File: config.mk
export PLATFORM = sky130hd
export DESIGN_NAME = moore_run_detector
export DESIGN_NICKNAME = d
export VERILOG_FILES = /design/src/rtl/moore_run_detector.sv
export SDC_FILE = /design/constraint.sdc
export NUM_CORES = 1
export LEC_CHECK = 0
export BUFFER_PORTS_ARGS = -buffer_cell sky130_fd_sc_hd__buf_2
export CAP_MARGIN = 20
export CORE_AREA = 2 2 39 41
export CTS_BUF_LIST = sky130_fd_sc_hd__clkbuf_4
export CTS_CLUSTER_DIAMETER = 200
export DETAILED_ROUTE_END_ITERATION = 6
export DIE_AREA = 0 0 41 43
export GPL_ROUTABILITY_DRIVEN = 0
export PLACE_DENSITY = 0.43
export SETUP_SLACK_MARGIN = 0.5
export SLEW_MARGIN = 20
export SYNTH_ARGS = -nofsm -noshare
export SYNTH_HDL_FRONTEND = slang
export SYNTH_SLANG_ARGS = --single-unit
File: constraint.sdc
create_clock -name Clock -period 1.6 [get_ports Clock]
set_input_delay 0.24 -clock Clock [delete_from_list [all_inputs] [get_ports Clock]]
set_output_delay 0.24 -clock Clock [all_outputs]
set_load 0.02 [all_outputs]
File: src/rtl/moore_run_detector.sv
// Moore run detector: z asserts once RUN_LEN consecutive sampled 1s have been seen on w.
// Optional hit counter is enabled by defining MOORE_RUN_HIT_CNT_EN.
`timescale 1ns/1ps
module moore_run_detector #(
   parameter int unsigned RUN_LEN = 2,
   parameter int unsigned CNT_W   = 3,
   parameter int unsigned HIT_W   = 8
) (
   input  logic             Clock,
   input  logic             Resetn,
   input  logic             w,
   input  logic             en,
   input  logic             clear,
   input  logic             ovl,
   output logic             z,
   output logic [CNT_W-1:0] run_cnt
`ifdef MOORE_RUN_HIT_CNT_EN
   ,
   output logic [HIT_W-1:0] hit_cnt
`endif
);

   if (RUN_LEN < 1 || RUN_LEN > (2 ** CNT_W) - 1 || HIT_W < 1) begin : g_bad_param
      $error("moore_run_detector: illegal RUN_LEN/CNT_W/HIT_W combination");
   end

   typedef enum logic [1:0] {StIdle, StCount, StDetect} state_e;

   localparam logic [CNT_W-1:0] RunLen = CNT_W'(RUN_LEN);
   localparam logic [CNT_W-1:0] CntOne = CNT_W'(1);

   state_e           state_q, state_d;
   logic [CNT_W-1:0] cnt_q, cnt_d;
   logic [CNT_W-1:0] cnt_inc;

   assign cnt_inc = cnt_q + CntOne;

   always_comb begin
      state_d = state_q;
      cnt_d   = cnt_q;
      if (clear) begin
         state_d = StIdle;
         cnt_d   = '0;
      end else if (en) begin
         unique case (state_q)
            StIdle: begin
               if (w) begin
                  state_d = (RUN_LEN == 1) ? StDetect : StCount;
                  cnt_d   = CntOne;
               end else begin
                  cnt_d = '0;
               end
            end
            StCount: begin
               if (w) begin
                  cnt_d   = cnt_inc;
                  state_d = (cnt_inc == RunLen) ? StDetect : StCount;
               end else begin
                  state_d = StIdle;
                  cnt_d   = '0;
               end
            end
            StDetect: begin
               if (!w) begin
                  state_d = StIdle;
                  cnt_d   = '0;
               end else if (ovl) begin
                  state_d = StDetect;
                  cnt_d   = RunLen;
               end else begin
                  // Non-overlapping: this 1 starts a fresh run.
                  state_d = (RUN_LEN == 1) ? StDetect : StCount;
                  cnt_d   = CntOne;
               end
            end
            default: begin
               state_d = StIdle;
               cnt_d   = '0;
            end
         endcase
      end
   end

   always_ff @(posedge Clock or negedge Resetn) begin
      if (!Resetn) begin
         state_q <= StIdle;
         cnt_q   <= '0;
      end else begin
         state_q <= state_d;
         cnt_q   <= cnt_d;
      end
   end

   assign z       = (state_q == StDetect);
   assign run_cnt = cnt_q;

`ifdef MOORE_RUN_HIT_CNT_EN
   localparam logic [HIT_W-1:0] HitMax = '1;

   logic [HIT_W-1:0] hit_q, hit_d;
   logic             hit_inc;

   // One increment per distinct hit; staying in DETECT with ovl=1 is the same hit.
   assign hit_inc = en && !clear && (state_d == StDetect) && ((state_q != StDetect) || !ovl);

   always_comb begin
      hit_d = hit_q;
      if (clear) begin
         hit_d = '0;
      end else if (hit_inc && (hit_q != HitMax)) begin
         hit_d = hit_q + HIT_W'(1);
      end
   end

   always_ff @(posedge Clock or negedge Resetn) begin
      if (!Resetn) begin
         hit_q <= '0;
      end else begin
         hit_q <= hit_d;
      end
   end

   assign hit_cnt = hit_q;
`endif

endmodule

; ---- After elaboration in Yosys (flattened, before gate mapping)
; Cells that the tools add are included.
[word_totals]
ff_bits = 5
in_bits = 6
output_inout_bits = 4
word_cells = 25
[op_classes]
add_sub_neg = 1
n_eq_ne = 4
mux = 15
reduce_logical = 3
[ops]
columns = op, count
row1 = 2-bit 2-to-1 mux, 9
row2 = 3-bit 2-to-1 mux, 3
row3 = 3-bit one-hot mux with 3 select lines, 1
row4 = 2-bit one-hot mux with 3 select lines, 1
row5 = "3-bit by 1-bit adder with 3-bit output, second input constant", 1
row6 = "3-bit by 2-bit equality test with 1-bit output, second input constant", 1
row7 = "3-bit != test, second input constant", 1
row8 = "2-bit by 1-bit equality test with 1-bit output, second input constant", 1
row9 = "2-bit equality test, second input constant", 1
row10 = 2-bit zero test, 1
row11 = 2-bit AND reduction, 1
row12 = 2-bit nonzero test, 1
row13 = 1-bit 2-to-1 mux, 1

; ---- Longest topological paths before layout
[logic_depth]
word_depth = 7
mapped_depth = 5

; ---- Worst setup path after synthesis
; OpenSTA, ideal clock, no wires.
[synth_path]
kind = register -> register
from = register cnt_q[0] (netlist: run_cnt[0])
to = register state_q[1]
t_arrival_ns = 1.174
required_ns = 1.478
slack_ns = 0.305
stages_incl_launch_ff = 5
period_less_slack_ns = 1.295
cell_sequence = dfrtp_1 ha_1 nor2b_1 nor3b_2 a32o_1
[synth_via]
elab_chain_cells = 7
[synth_rtl]
columns = element, line_no
row1 = "start, declared", 33  ; logic [CNT_W-1:0] cnt_q, cnt_d;
row2 = "start signal, assigned", 90  ; cnt_q <= cnt_d;
row3 = 3-bit by 1-bit adder with 3-bit output, 36  ; assign cnt_inc = cnt_q + CntOne;
row4 = 3-bit by 2-bit equality test with 1-bit output, 57  ; state_d = (cnt_inc == RunLen) ? StDetect : StCount;
row5 = 2-bit 2-to-1 mux, 57
row6 = 2-bit 2-to-1 mux, 55  ; if (w) begin
row7 = 2-bit one-hot mux with 3 select lines, 45  ; unique case (state_q)
row8 = 2-bit 2-to-1 mux, 44  ; end else if (en) begin
row9 = 2-bit 2-to-1 mux, 41  ; if (clear) begin
row10 = "end signal, assigned", 86  ; state_q <= StIdle;
row11 = "end signal, assigned", 89  ; state_q <= state_d;
row12 = "end, declared", 32  ; state_e state_q, state_d;
; Every way passes these cells. The select of a mux whose other input is x is not followed.
; A chain may end at the register's enable or synchronous reset.

; ---- Worst setup path in the final report
[layout_path]
from = register cnt_q[1] (netlist: run_cnt[1])
to = register cnt_q[1] (netlist: run_cnt[1])
[layout_via]
elab_chain_cells = 5
[layout_rtl]
columns = element, line_no
row1 = 3-bit by 1-bit adder with 3-bit output, 36
row2 = 3-bit 2-to-1 mux, 55
row3 = 3-bit one-hot mux with 3 select lines, 45
row4 = 3-bit 2-to-1 mux, 44
row5 = 3-bit 2-to-1 mux, 41
; Every way passes these cells. The select of a mux whose other input is x is not followed.

==> results <==
- The internal portion of the total power is 287 uW.
- The number of cell rows is 14.
- CTS placed an instance of sky130_fd_sc_hd__clkbuf_4 at the clock tree root.
- The worst ir drop on vdd is 0.388 mV.
- The number of antenna diodes in the final layout is 0.
- In the final timing run, aggregate negative setup slack is 0 ps.
- The xor/xnor cell area share of the yosys netlist is 0.
- The hold violation total from the final report was 0.
- The utilization after layout is 0.393.
- The synthesized area per cell is 9.32 sq um.
- In this run, placement finished with an instance count of 63.
- Ranked by total cell area, the synthesized netlist is headed by sky130_fd_sc_hd__dfrtp_1 (35%), sky130_fd_sc_hd__nor2b_1 (8.8%), sky130_fd_sc_hd__ha_1 (7.1%).
- By count the netlist is led by sky130_fd_sc_hd__dfrtp_1 (5), sky130_fd_sc_hd__nor2b_1 (5), sky130_fd_sc_hd__a21oi_1 (4).
- The multiplexer area fraction after synthesis is 0.
- The area taken by flip-flops and latches is 130 sq um.
- Clock tree synthesis inserted a total of 3 buffers.
- The max-slew violation count is 0.
- Hold is met by 235 ps.
- The aggregate routed wire length is 910 um.
- The relative contribution of combinational cells to total power is 0.207.
- STA classifies the critical path endpoint as a flop.
- The launching element type of the critical path is a flop.
- The first global-routing pass estimated 1.44 mm of wire.
- The clock arrives with 4.01 ps of skew.
- The share of the synthesized area in compound gates (AO/OA/AOI/OAI) is 0.223.
- The deepest clock path buffer count is 2.
- Synthesis produced a netlist with a net count of 46.
- For this run, the slowest stage of the critical path takes 420 ps.
- In this run the static leakage power is 0.000248 uW.
- Summing over every cut layer, the via total after detailed routing is 342.
- The number of different library cells in the post-synthesis netlist is 20.
- The cell area after synthesis is 354 sq um.
- The slew at the pin with the worst max-slew slack is 187 ps.
- For this configuration, the core starts out at a cell density of 0.256.
- The path class of the tightest hold or removal check is primary input to flop.
- The layout filler cell count is 148.
- The period utilization is 0.752.
- Global routing finished with a remaining overflow of 0.
- The run finished with clean final reports.
- The number of antenna-violating nets in the routed design is 0.
- After technology mapping, the gate count stands at 38.
- Buffers placed on the I/O ports in this run total 9.
- The via density per instance is 4.82.
- The cell occurring most often along the worst timing path is sky130_fd_sc_hd__inv_2.
- The multi-input logic area is 267 sq um.
- The number of warning messages in the yosys log is 0.
- The number of top-level pins is 10.
- The pin count of the biggest net entering global routing is 9.
- Setup violations remaining at the end of the flow were counted as 0.
- Data arrives at the worst endpoint at 1320 ps.
- The share of the Yosys chip area taken by registers is 0.353.
- The largest driver fanout on the critical path is 4.
- The width of the die is 41 um.
- Of all flip-flops after synthesis, the portion carrying an async set or reset was 1.00.
- The largest individual stage delay along the critical path comes from the cell sky130_fd_sc_hd__dfrtp_2.
- The cell accounting for the most synthesized area is sky130_fd_sc_hd__dfrtp_1.
- In the global route stage, overall resource usage came out at 0.126.
- The tool flagged a number of max-cap violations equal to 0.
- The top cell type's share of synthesized area is 0.353.
- The count of flip-flops with a built-in enable after synthesis is 0.
- The post-placement worst setup slack is 388 ps.
- The fraction of power consumed by sequential logic is 0.372.
- The floorplan step defined a core boundary enclosing 1380 sq um.
- Once routing completed, OpenROAD measured the worst setup slack at 396 ps.
- After the flow finishes, the layout carries non-filler instances totaling 71.
- The clock power share is 0.421.
- The die covers 1760 sq um.
- The initial antenna violation count is 0.
- TritonCTS built the clock tree.
- The area share of fa/ha/maj cells after synthesis is 0.0707.
- The data required time at the worst endpoint is 1720 ps.
- In the final routed layout, each cell accounts on average for 12.8 um.
- The worst setup path category is flop to flop.
- The power spent charging and discharging nets is 96.2 uW.
- Compared with the post-synthesis result, the final layout area differs by 53.7%.
- In this run, the number of DRC markers left after iteration 0 of detailed routing was 2.
- The worst-skew pair later-pin latency is 240 ps.
- The worst slew margin relative to its limit is 0.875.
- The power density over the cells is 705 nW/um^2.
- Of the total synthesized cell area, the portion taken by AND, OR, NAND and NOR gates is 0.332.
- Clock tree synthesis found a total of 5 sinks.
- Measured along the y axis, the die boundary spans 43 um.
- The via count of the first global-routing pass was 342.
- The smallest clock period supported by the final layout is computed as 1200 ps.
- Before antenna repair, the detailed router went through 4 iterations.
- By area, the combinational part of the netlist is dominated by simple AND/OR/NAND/NOR gates.
- Once detailed placement completed, the half-perimeter wirelength came to 679 um.
- The timing-limited maximum frequency is 0.831 GHz.
- Counting flops and latches in the post-synthesis netlist gives 5.
- Of the cells placed in the final design, the portion with a size suffix greater than 1 is 0.564.
- Of the total power, the share spent switching nets is 0.251.
- Setup repair after global routing could not meet its margin everywhere.
- CTS built an H-tree with a depth of 1.
- The number of remaining DRC errors is 0.
- The final-stage net count is 64.
- The prevailing post-synth register cell is sky130_fd_sc_hd__dfrtp_1.
- The post-CTS clock slew at the launch and capture registers of the worst setup and hold paths is 50 ps.
- Traced cell by cell, the critical path runs through inv_2 -> ha_4 -> inv_2 -> o2bb2ai_1 -> a22o_1.
[layer usage]
metal  GRT usage  wire, um  vias to the layer above  share of wire
li1            -         -                      171              -
met1       0.141       388                      165           0.43
met2       0.200       488                        6           0.54
met3      0.0471        34                        0          0.037
met4      0.0600         0                        0              0
met5           0         0                        -              0
[worst paths after layout]
check                                        from                      to  slack [ps]  depth (start not counted)
setup / recovery           run_cnt[1]$_DFFE_PN0P_  run_cnt[1]$_DFFE_PN0P_         400                          5
hold / removal                              clear  run_cnt[0]$_DFFE_PN0P_         230                          2
setup reg to reg           run_cnt[1]$_DFFE_PN0P_  run_cnt[1]$_DFFE_PN0P_         400                          5
hold reg to reg            run_cnt[1]$_DFFE_PN0P_  run_cnt[1]$_DFFE_PN0P_         610                          1
max in group asynchronous                  Resetn  run_cnt[0]$_DFFE_PN0P_        1120                          2
min in group asynchronous                  Resetn  state_q[0]$_DFFE_PN0P_         340                          2
[kinds of logic after synthesis]
kind of cell,count (synthesis)
buffers and inverters,2
adder cells (fa/ha/maj),2
AO/OA/AOI/OAI,12
flip-flops,5
AND/OR/NAND/NOR,17
[per-stage QoR]
stage	area (sq um)	power, uW
floorplan	382	178
global placement	447	203
detailed placement	447	204
CTS	517	377
global route	544	407
finish	544	384
[power by group through the flow]
stage | clock network (uW) | logic (uW) | registers [uW]
2_1_floorplan | 0 | 31.2 | 146
5_1_grt | 175 | 87.3 | 144
3_3_place_gp | 0 | 58.3 | 145
4_1_cts | 164 | 70.4 | 143
6_report | 161 | 79.4 | 143
3_5_place_dp | 0 | 59.6 | 145
[repair_timing]
item | 4_1_cts | 5_1_grt
setup buffers | 2 | 1
endpoints found under the hold margin | 5 | 0
cloned | 0 | 0
resized for setup | 6 | 7
hold buffers | 1 | 0
setup endpoints to repair | 7 | 9
pin swaps | 7 | 4
[state kept, by name, indices dropped and copies added (netlist names)]
name / cells
run_cnt: 3
state_q: 2
[cell usage in the layout (no fill, tap or decap), types with 2 or more instances in the layout]
| cell | instances |
|---|---|
| sky130_fd_sc_hd__dfrtp_2 | 4 |
| sky130_fd_sc_hd__nor2b_1 | 3 |
| sky130_fd_sc_hd__nor2_1 | 2 |
| sky130_fd_sc_hd__nand2b_1 | 2 |
| sky130_fd_sc_hd__nor2b_2 | 2 |
| sky130_fd_sc_hd__and3b_1 | 2 |
| sky130_fd_sc_hd__buf_6 | 2 |
| sky130_fd_sc_hd__a21oi_1 | 4 |
| sky130_fd_sc_hd__clkbuf_4 | 4 |
| sky130_fd_sc_hd__ha_4 | 2 |
| sky130_fd_sc_hd__buf_4 | 3 |
| sky130_fd_sc_hd__buf_2 | 7 |
| sky130_fd_sc_hd__nor2b_4 | 2 |
| sky130_fd_sc_hd__inv_2 | 2 |
[worst max-delay path: cells and delay by family, from the launching register on]
family / cells / cell delay, ps
compound gates: 2 / 320
buf+inv: 2 / 90
flops: 1 / 420
fa+ha+maj: 1 / 260
[area by class of cell]
| cell class | count | area share |
|---|---|---|
| clock buffer | 4 | 0.0552 |
| inverter | 2 | 0.0138 |
| multi-input combinational | 31 | 0.490 |
| sequential | 5 | 0.239 |
| tap | 16 | 0.0368 |
| timing repair buffer | 13 | 0.166 |
(Power assumes the default switching activity.)
